===== config.mk =====
export PLATFORM = sky130hd
export DESIGN_NAME = alu_result_fifo
export DESIGN_NICKNAME = d
export VERILOG_FILES = /design/src/rtl/alu_result_fifo_pkg.sv /design/src/rtl/alu_result_ram.sv /design/src/rtl/alu_result_fifo.sv
export SDC_FILE = /design/constraint.sdc
export NUM_CORES = 1
export LEC_CHECK = 0
export ABC_AREA = 1
export CAP_MARGIN = 25
export CORE_MARGIN = 2
export CORE_UTILIZATION = 35
export CTS_CLUSTER_DIAMETER = 40
export CTS_CLUSTER_SIZE = 28
export DETAILED_ROUTE_END_ITERATION = 10
export SYNTH_ARGS = -nofsm -noshare
export SYNTH_HDL_FRONTEND = slang
export SYNTH_SLANG_ARGS = --single-unit

===== constraint.sdc =====
create_clock -name clk -period 4 [get_ports clk]
set_clock_uncertainty 0.05 [all_clocks]
set_input_delay 0.8 -clock clk [delete_from_list [all_inputs] [get_ports clk]]
set_output_delay 0.8 -clock clk [all_outputs]
set_load 0.01 [all_outputs]

===== src/rtl/alu_result_fifo_pkg.sv =====
// Shared ALU types: opcode enum and the packed result record carried through the FIFO.
package alu_result_fifo_pkg;

    typedef enum logic [3:0] {
        OpAdd  = 4'h0,
        OpSub  = 4'h1,
        OpAnd  = 4'h2,
        OpOr   = 4'h3,
        OpXor  = 4'h4,
        OpNot  = 4'h5,
        OpShl  = 4'h6,
        OpShr  = 4'h7,
        OpInc  = 4'h8,
        OpDec  = 4'h9,
        OpPass = 4'hA
    } alu_op_e;

    typedef struct packed {
        logic [15:0] result;
        logic        c_out;
        logic        z_flag;
        logic [3:0]  op_code;
    } alu_res_t;

    localparam int unsigned AluResW = $bits(alu_res_t);

    function automatic alu_res_t pack_res(input logic [15:0] result, input logic c_out,
                                          input logic z_flag, input logic [3:0] op_code);
        alu_res_t r;
        r.result  = result;
        r.c_out   = c_out;
        r.z_flag  = z_flag;
        r.op_code = op_code;
        return r;
    endfunction

endpackage


===== src/rtl/alu_result_ram.sv =====
// Result storage: one synchronous write port, one asynchronous read port.
module alu_result_ram
    import alu_result_fifo_pkg::*;
#(
    parameter int unsigned DEPTH = 8,
    parameter int unsigned AW    = $clog2(DEPTH)
) (
    input  logic          clk,
    input  logic          we_i,
    input  logic [AW-1:0] waddr_i,
    input  alu_res_t      wdata_i,
    input  logic [AW-1:0] raddr_i,
    output alu_res_t      rdata_o
);

    alu_res_t mem_q [DEPTH];

    // Contents are never reset; validity is tracked by the FIFO count.
    always_ff @(posedge clk) begin
        if (we_i) begin
            mem_q[waddr_i] <= wdata_i;
        end
    end

    assign rdata_o = mem_q[raddr_i];

endmodule


===== src/rtl/alu_result_fifo.sv =====
// First-word fall-through FIFO for ALU results with a saturating overflow-attempt counter.
module alu_result_fifo
    import alu_result_fifo_pkg::*;
#(
    parameter int unsigned DEPTH = 8,
    parameter int unsigned CNT_W = $clog2(DEPTH) + 1
) (
    input  logic             clk,
    input  logic             rst,
    input  logic             in_valid,
    output logic             in_ready,
    input  logic [15:0]      in_result,
    input  logic             in_c_out,
    input  logic             in_z_flag,
    input  logic [3:0]       in_op_code,
    output logic             out_valid,
    input  logic             out_ready,
    output logic [15:0]      out_result,
    output logic             out_c_out,
    output logic             out_z_flag,
    output logic [3:0]       out_op_code,
    output logic [CNT_W-1:0] count,
    output logic             full,
    output logic             empty,
    output logic [7:0]       ovf_cnt
);

    localparam int unsigned AW = $clog2(DEPTH);

    logic [AW-1:0]    wr_ptr_q, wr_ptr_d;
    logic [AW-1:0]    rd_ptr_q, rd_ptr_d;
    logic [CNT_W-1:0] count_q, count_d;
    logic [7:0]       ovf_q, ovf_d;
    logic             push, pop;
    alu_res_t         wdata, rdata;

    function automatic logic [AW-1:0] next_ptr(input logic [AW-1:0] p);
        return (p == AW'(DEPTH - 1)) ? '0 : p + 1'b1;
    endfunction

    assign full      = (count_q == CNT_W'(DEPTH));
    assign empty     = (count_q == '0);
    assign in_ready  = !full;
    assign out_valid = !empty;
    assign push      = in_valid && in_ready;
    assign pop       = out_valid && out_ready;

    assign wdata = pack_res(in_result, in_c_out, in_z_flag, in_op_code);

    always_comb begin
        wr_ptr_d = wr_ptr_q;
        rd_ptr_d = rd_ptr_q;
        count_d  = count_q;
        ovf_d    = ovf_q;
        if (push) wr_ptr_d = next_ptr(wr_ptr_q);
        if (pop)  rd_ptr_d = next_ptr(rd_ptr_q);
        unique case ({push, pop})
            2'b10:   count_d = count_q + 1'b1;
            2'b01:   count_d = count_q - 1'b1;
            default: count_d = count_q;
        endcase
        // Rejected push attempts, saturating.
        if (in_valid && full && ovf_q != 8'hFF) ovf_d = ovf_q + 8'd1;
    end

    always_ff @(posedge clk or posedge rst) begin
        if (rst) begin
            wr_ptr_q <= '0;
            rd_ptr_q <= '0;
            count_q  <= '0;
            ovf_q    <= '0;
        end else begin
            wr_ptr_q <= wr_ptr_d;
            rd_ptr_q <= rd_ptr_d;
            count_q  <= count_d;
            ovf_q    <= ovf_d;
        end
    end

    alu_result_ram #(
        .DEPTH (DEPTH),
        .AW    (AW)
    ) u_ram (
        .clk     (clk),
        .we_i    (push),
        .waddr_i (wr_ptr_q),
        .wdata_i (wdata),
        .raddr_i (rd_ptr_q),
        .rdata_o (rdata)
    );

    assign out_result  = rdata.result;
    assign out_c_out   = rdata.c_out;
    assign out_z_flag  = rdata.z_flag;
    assign out_op_code = rdata.op_code;
    assign count       = count_q;
    assign ovf_cnt     = ovf_q;

endmodule


==> metrics.txt <==
Nets 849; post_cts resized 0; sequential area share after synthesis 69.98%; Vias/cell 4.616; Pleak 3.767 nW; pre-CTS setup slack 0.9963 ns; cell area after synthesis 8195 um2; GRT overflow 0; Crit path required time 3.15 ns; Synth Instances 748; top cells by count, synth nand2_1 (195), edfxtp_1 (176), nor2_1 (144); storage element area 5741 um2; H-Tree Level Count 4; dpl hpwl 10000 um; #FFs+latches synth 194; antenna diode count 0; Slew HR 36.00%; largest net degree at the start of global routing 113; CTS tree done; RSZ-0062 raised after global routing no; Least-Margin Pin Slew 0.9590 ns; Multi-input gate area 2147 um2; most numerous cell in the Yosys netlist nand2_1; minimum clock period 3.351 ns; Synth Area per Inst 10.96 um2; gpl congestion 0.7431; status finished, final reports clean; busiest grt layer met2; CTS buffer count 17; core area 22850 um2; FF-to-FF path depth 10; Clock Power Share 24.5%; die span in x 157.0 um; M2 GR Usage 24.37%; Slew Viols, Final 0; WP data arrival 2.50 ns; initial core utilization 35.87%; number of global-route vias before repair 5079; Power Density 716.7 nW/um2; worst hold stages 2; ranking of synthesized cells by area edfxtp_1 (64%), nand2_1 (8.9%), nor2_1 (6.6%); largest area contributor in the netlist edfxtp_1; Placed Area 9275 um2; DRT antenna net count 0; Max-Cap Viols 0; share of layout cells above drive strength 1 7.739%; final wirelength 17060 um; setup ws final 0.6491 ns; initial antenna violation count 0; Worst R2R End count[3]; DIE HEIGHT 157.0 um; Post-CTS Setup Repair Bufs 0; share of the synthesized area in the top cell type 64.49%; switching share of power 35.07%; worst min path class reg -> reg; sequential share of power 37.7%; worst r2r src count[0]; Hold Crit Start ovf_cnt[1]; top_reg_cell synth edfxtp_1; DRC viols 0; Syn. warnings 0; Critical Path Sink Type primary output; hold_buf cts 0; all-layer global routing usage 14.62%; final design area excluding fillers 9882 um2; die area 24660 um2; Int Power 0.004599 W; Clock Pin Slew Worst Setup and Hold Paths 0.07 ns; FILL cells 2161; CP Class reg -> out; Critical Path Start Type register; CTS Root Cell clkbuf_16; Synth async-reset ratio 9.278%; Hold Crit Endpoint ovf_cnt[1]; synth unique cells 26; Hold Vio Cnt, Final 0; worst reg2reg setup slack 1.52 ns; IO Port Bufs 63; Detailed Routing Iterations Pass 1 4; setup TNS 0 ns; clock buffer depth 2; final setup fails 0; num ports 64; Peak VDD IR 0.3913 mV; Net Sw Power 0.002484 W; via count 5262; Max Clock Freq 298.4 MHz; Max Fanout on Critical Path 68; Finished Core Util 43.25%; met3 usage 3.166%; met1 Track Usage GR 18.54%; combinational share of power 37.9%; EDFF count, synth 176; placed cell count 1108; wire length per cell 14.96 um; first-pass GRT wire length 27050 um; Sink Count 194; clk_lat worst skew 0.43 ns; row cnt 55; drt initial violations 343; fin crit share 83.77%; non-filler cells, final 1140; Net Count, Synth 783; Area Growth Syn to Fin 20.58%
==> power groups by stage <==
| stage | registers (W) | logic [W] | clock network [W] |
|---|---|---|---|
| after floorplan | 0.00270 | 0.00163 | 0 |
| after global placement | 0.00271 | 0.00270 | 0 |
| after detailed placement | 0.00271 | 0.00272 | 0 |
| after CTS | 0.00267 | 0.00274 | 0.00177 |
| after global routing | 0.00270 | 0.00303 | 0.00184 |
| final | 0.00267 | 0.00268 | 0.00173 |
==> layout make-up <==
cell class | count | share of cell area (%)
flip-flops and latches | 194 | 58.09
multi-input cells | 473 | 21.73
repair buffers | 82 | 8.331
clock buffers | 18 | 4.343
well taps | 313 | 3.963
clock inverters | 14 | 1.798
inverters | 46 | 1.747
==> kinds of logic (layout without fill, tap and decap cells) <==
family          after synthesis  in the layout  share of synthesized area [%]
compound gates               97             97                          6.595
xor+xnor                      7              7                         0.7481
fa+ha+maj                     9              9                          1.466
buf+inv                      81            160                          4.305
flops                       194            194                          69.98
simple gates                360            360                          16.90
==> critical path, stage by stage, from the launching register on <==
cell and delay (ns):
dfrtp_2 0.35, buf_4 0.61, o211ai_1 0.22, nand2_1 0.12
nand2_1 0.07, nand2_1 0.10, clkdlybuf4s50_1 0.54
==> worst max-delay path by stage <==
| stage | from | to | slack [ns] | cells past startpoint |
|---|---|---|---|---|
| finish | rd_ptr_q[1] | out_result[6] | 0.65 | 6 |
| global route | rd_ptr_q[1] | out_op_code[1] | 0.47 | 7 |
| CTS | rd_ptr_q[0] | out_result[7] | 0.62 | 7 |
| detailed placement | in_valid | count[3] | 1.0 | 9 |
| global placement | in_valid | count[3] | 1.04 | 9 |
| floorplan | in_valid | u_ram.mem_q[6][0] | 0.94 | 3 |
==> state kept, by name, indices dropped and copies added (netlist names) <==
register,count
wr_ptr_q,3
u_ram.mem_q,176
count,4
rd_ptr_q,3
ovf_cnt,8
==> stage by stage <==
stage	hold WS [ns]	power, W
floorplan	0.4647	0.004338
global placement	0.4840	0.005407
detailed placement	0.4897	0.005429
CTS	0.5093	0.007174
global route	0.5521	0.007564
finish	0.5126	0.007083
==> cells in the final DEF (no fill, tap or decap), drive strengths merged <==
cell type and count:
a21oi 3, buf 19, bufinv 3, clkbuf 18
clkdlybuf4s50 63, clkinv 4, clkinvlp 3, dfrtp 18
edfxtp 176, fa 1, ha 8, inv 50
nand2 196, nand3 8, nand3b 1, nand4 1
nor2 145, nor3 8, o211ai 22, o21ai 72
or2 1, xnor2 4, xor2 3
==> layer usage <==
layer | vias to the layer above | routed length [um]
li1 | 2637 | -
met3 | 20 | 541
met2 | 92 | 8398
met4 | 0 | 355
met5 | - | 0
met1 | 2513 | 7763
Power figures use the tool's default switching activity.
==> variant, RTL diff (same flow settings) <==
`DEPTH` is set to 8 in 2 places; all go to 16.
--- a/src/rtl/alu_result_ram.sv
+++ b/src/rtl/alu_result_ram.sv
@@ -2,7 +2,7 @@
 module alu_result_ram
     import alu_result_fifo_pkg::*;
 #(
-    parameter int unsigned DEPTH = 8,
+    parameter int unsigned DEPTH = 16,
     parameter int unsigned AW    = $clog2(DEPTH)
 ) (
     input  logic          clk,
--- a/src/rtl/alu_result_fifo.sv
+++ b/src/rtl/alu_result_fifo.sv
@@ -2,7 +2,7 @@
 module alu_result_fifo
     import alu_result_fifo_pkg::*;
 #(
-    parameter int unsigned DEPTH = 8,
+    parameter int unsigned DEPTH = 16,
     parameter int unsigned CNT_W = $clog2(DEPTH) + 1
 ) (
     input  logic             clk,
Ports: changed (resized count); port bits go from 64 to 65. The function was not compared with the original's and may differ.
==> variant against the unedited design <==
Synthesized area rose by 100%. Power rose by 96%. Clock power rose by 140%. Wire length rose by 130%. Sequential cell count rose by 179. Synthesized cell count rose by 130%. Non-clock buffer count rose by 19. Cell area rose by 100%. Via count rose by 120%. Cell count rose by 110%. Setup slack got worse by 0.34 ns. Combinational power rose by 78%. Critical path type unchanged. Largest power group is now registers.
==> variant: results (changes against the unedited design) <==
clock_network:
  clk_path_buf_depth: 3  # +1
  cts_buffers: 48  # +31
  cts_max_level: 2  # -2
  clk_latency_ns: 0.55  # +0.12 ns
layout:
  largest_reg_flops: 352  # +100%
  drive_gt1_share_pct: 8.11  # +0.37 points
  nets: 1811  # +110%
  largest-register: "u_ram.mem_q"
  nFillCells: 4531  # +110%
critical_path:
  crit_arrival_ns: 2.84  # +0.34 ns
  crit_fanout: 78  # +15%
  slowest_stage: "clkdlybuf4s50_1"
  slowest_delay_ns: 0.58  # -0.03 ns
  regToRegStartpoint: "count[3]"
  cp-startpoint: "rd_ptr_q[1]"
grt:
  grt_max_degree: 179  # +58%
  grt_pass1_vias: 11400  # +120%
  grt_use_total_pct: 16.4  # +1.8 points
detailed_routing:
  wl_um: 39900  # +130%
  routedLengthMet1_um: 17600  # +130%
  dr.pass1.iters: 5  # +1
  route.met2.wl_um: 18300  # +120%
  routed-wl-met3_um: 2710  # +400%
  via_per_inst: 4.67  # +1.2%
logic_synthesis:
  synth_edf_count: 352  # +100%
  ys_seq_area_share_pct: 66.5  # -3.5 points
  synth_commonest_cells: "nand2_1, edfxtp_1, inv_1"
  synthArstFlopShare_pct: 5.63  # -3.6 points
  synth_area_leaders: "edfxtp_1, nand2_1, inv_1"
run_status:
  outcome: "finished, final reports clean"
placement:
  dpl.hpwl_um: 22200  # +120%
  gp_congestion: 0.772  # +3.9%
  placed_area_mm2: 0.0181  # +96%
  port_buffers: 64  # +1.6%
hold_path:
  hp-start: "rd_ptr_q[3]"
power:
  leakage_uw: 0.00870  # +130%
  peakVddDrop_mv: 0.547  # +40%
sta:
  max-slew-margin-rel_pct: 42.9  # +6.9 points
-- variant: cell types whose count changed in the layout (fill, tap and decap cells not counted), moves of 9 or more --
cell       unedited run  this run
nand2_1             195       598
o211ai_1             22         0
clkbuf_16            17        49
o21ai_0              46         8
inv_2                 1        10
nor2_1              144         7
inv_1                45       346
nand3_1               8       234
buf_4                15        29
edfxtp_1            176       352
o21ai_1              26         0
nor2_2                1        13
-- variant: metrics by stage --
step           hold slack (ns)  worst slack [ns]  std cells
2_1_floorplan            0.421              1.52       1693
3_3_place_gp             0.450             0.828       2339
3_5_place_dp             0.455             0.888       2339
4_1_cts                  0.469             0.283       2428
5_1_grt                  0.508             0.160       2428
6_report                 0.466             0.309       2428
-- variant: area by class of cell --
cell class                 count  area (um^2)  area share (%)
sequential                   373        11100            56.3
multi-input combinational    893         3900            19.8
timing repair buffer         101         1020            5.16
inverter                     357         1340            6.81
clock inverter                33          335            1.70
clock buffer                  56         1250            6.35
tap                          615          769            3.90
-- variant: cell families after synthesis --
group                    count (synthesis)  synth area share, %
AND/OR/NAND/NOR                        864                 21.4
buffers and inverters                  427                 10.5
flip-flops                             373                 66.5
adder cells (fa/ha/maj)                 11                0.870
XOR/XNOR                                 8                0.420
AO/OA/AOI/OAI                           10                0.322
-- variant: per-layer routing --
metal	track usage, %	vias to the layer above
met5	0	-
met2	26.8	344
li1	-	5498
met1	21.9	5413
met4	5.95	0
met3	3.02	85
-- variant: path summary, 6_finish.rpt --
kind / to / slack [ns] / cells after the start
worst max-delay path: out_op_code[1] / 0.31 / 9
worst min-delay path: rd_ptr_q[3] / 0.47 / 2
worst max register to register: count[4] / 1.56 / 12
worst min register to register: rd_ptr_q[3] / 0.47 / 2
max in group asynchronous: rd_ptr_q[0] / 2.61 / 2
min in group asynchronous: count[3] / 0.67 / 2
-- variant: power groups by stage --
stage | logic, uW | clock network [uW] | registers (uW)
final | 4780 | 4230 | 4850
after global placement | 4760 | 0 | 4920
after detailed placement | 4810 | 0 | 4930
after floorplan | 3020 | 0 | 4900
after CTS | 4830 | 4320 | 4850
after global routing | 5330 | 4470 | 4890
-- variant: worst reg2reg max path: cells and delay by family, from the launching register on --
kind / cells / cell delay, ns
flops: 1 / 0.43
buf+inv: 1 / 0.08
compound gates: 1 / 0.26
simple gates: 8 / 0.83
fa+ha+maj: 2 / 0.69
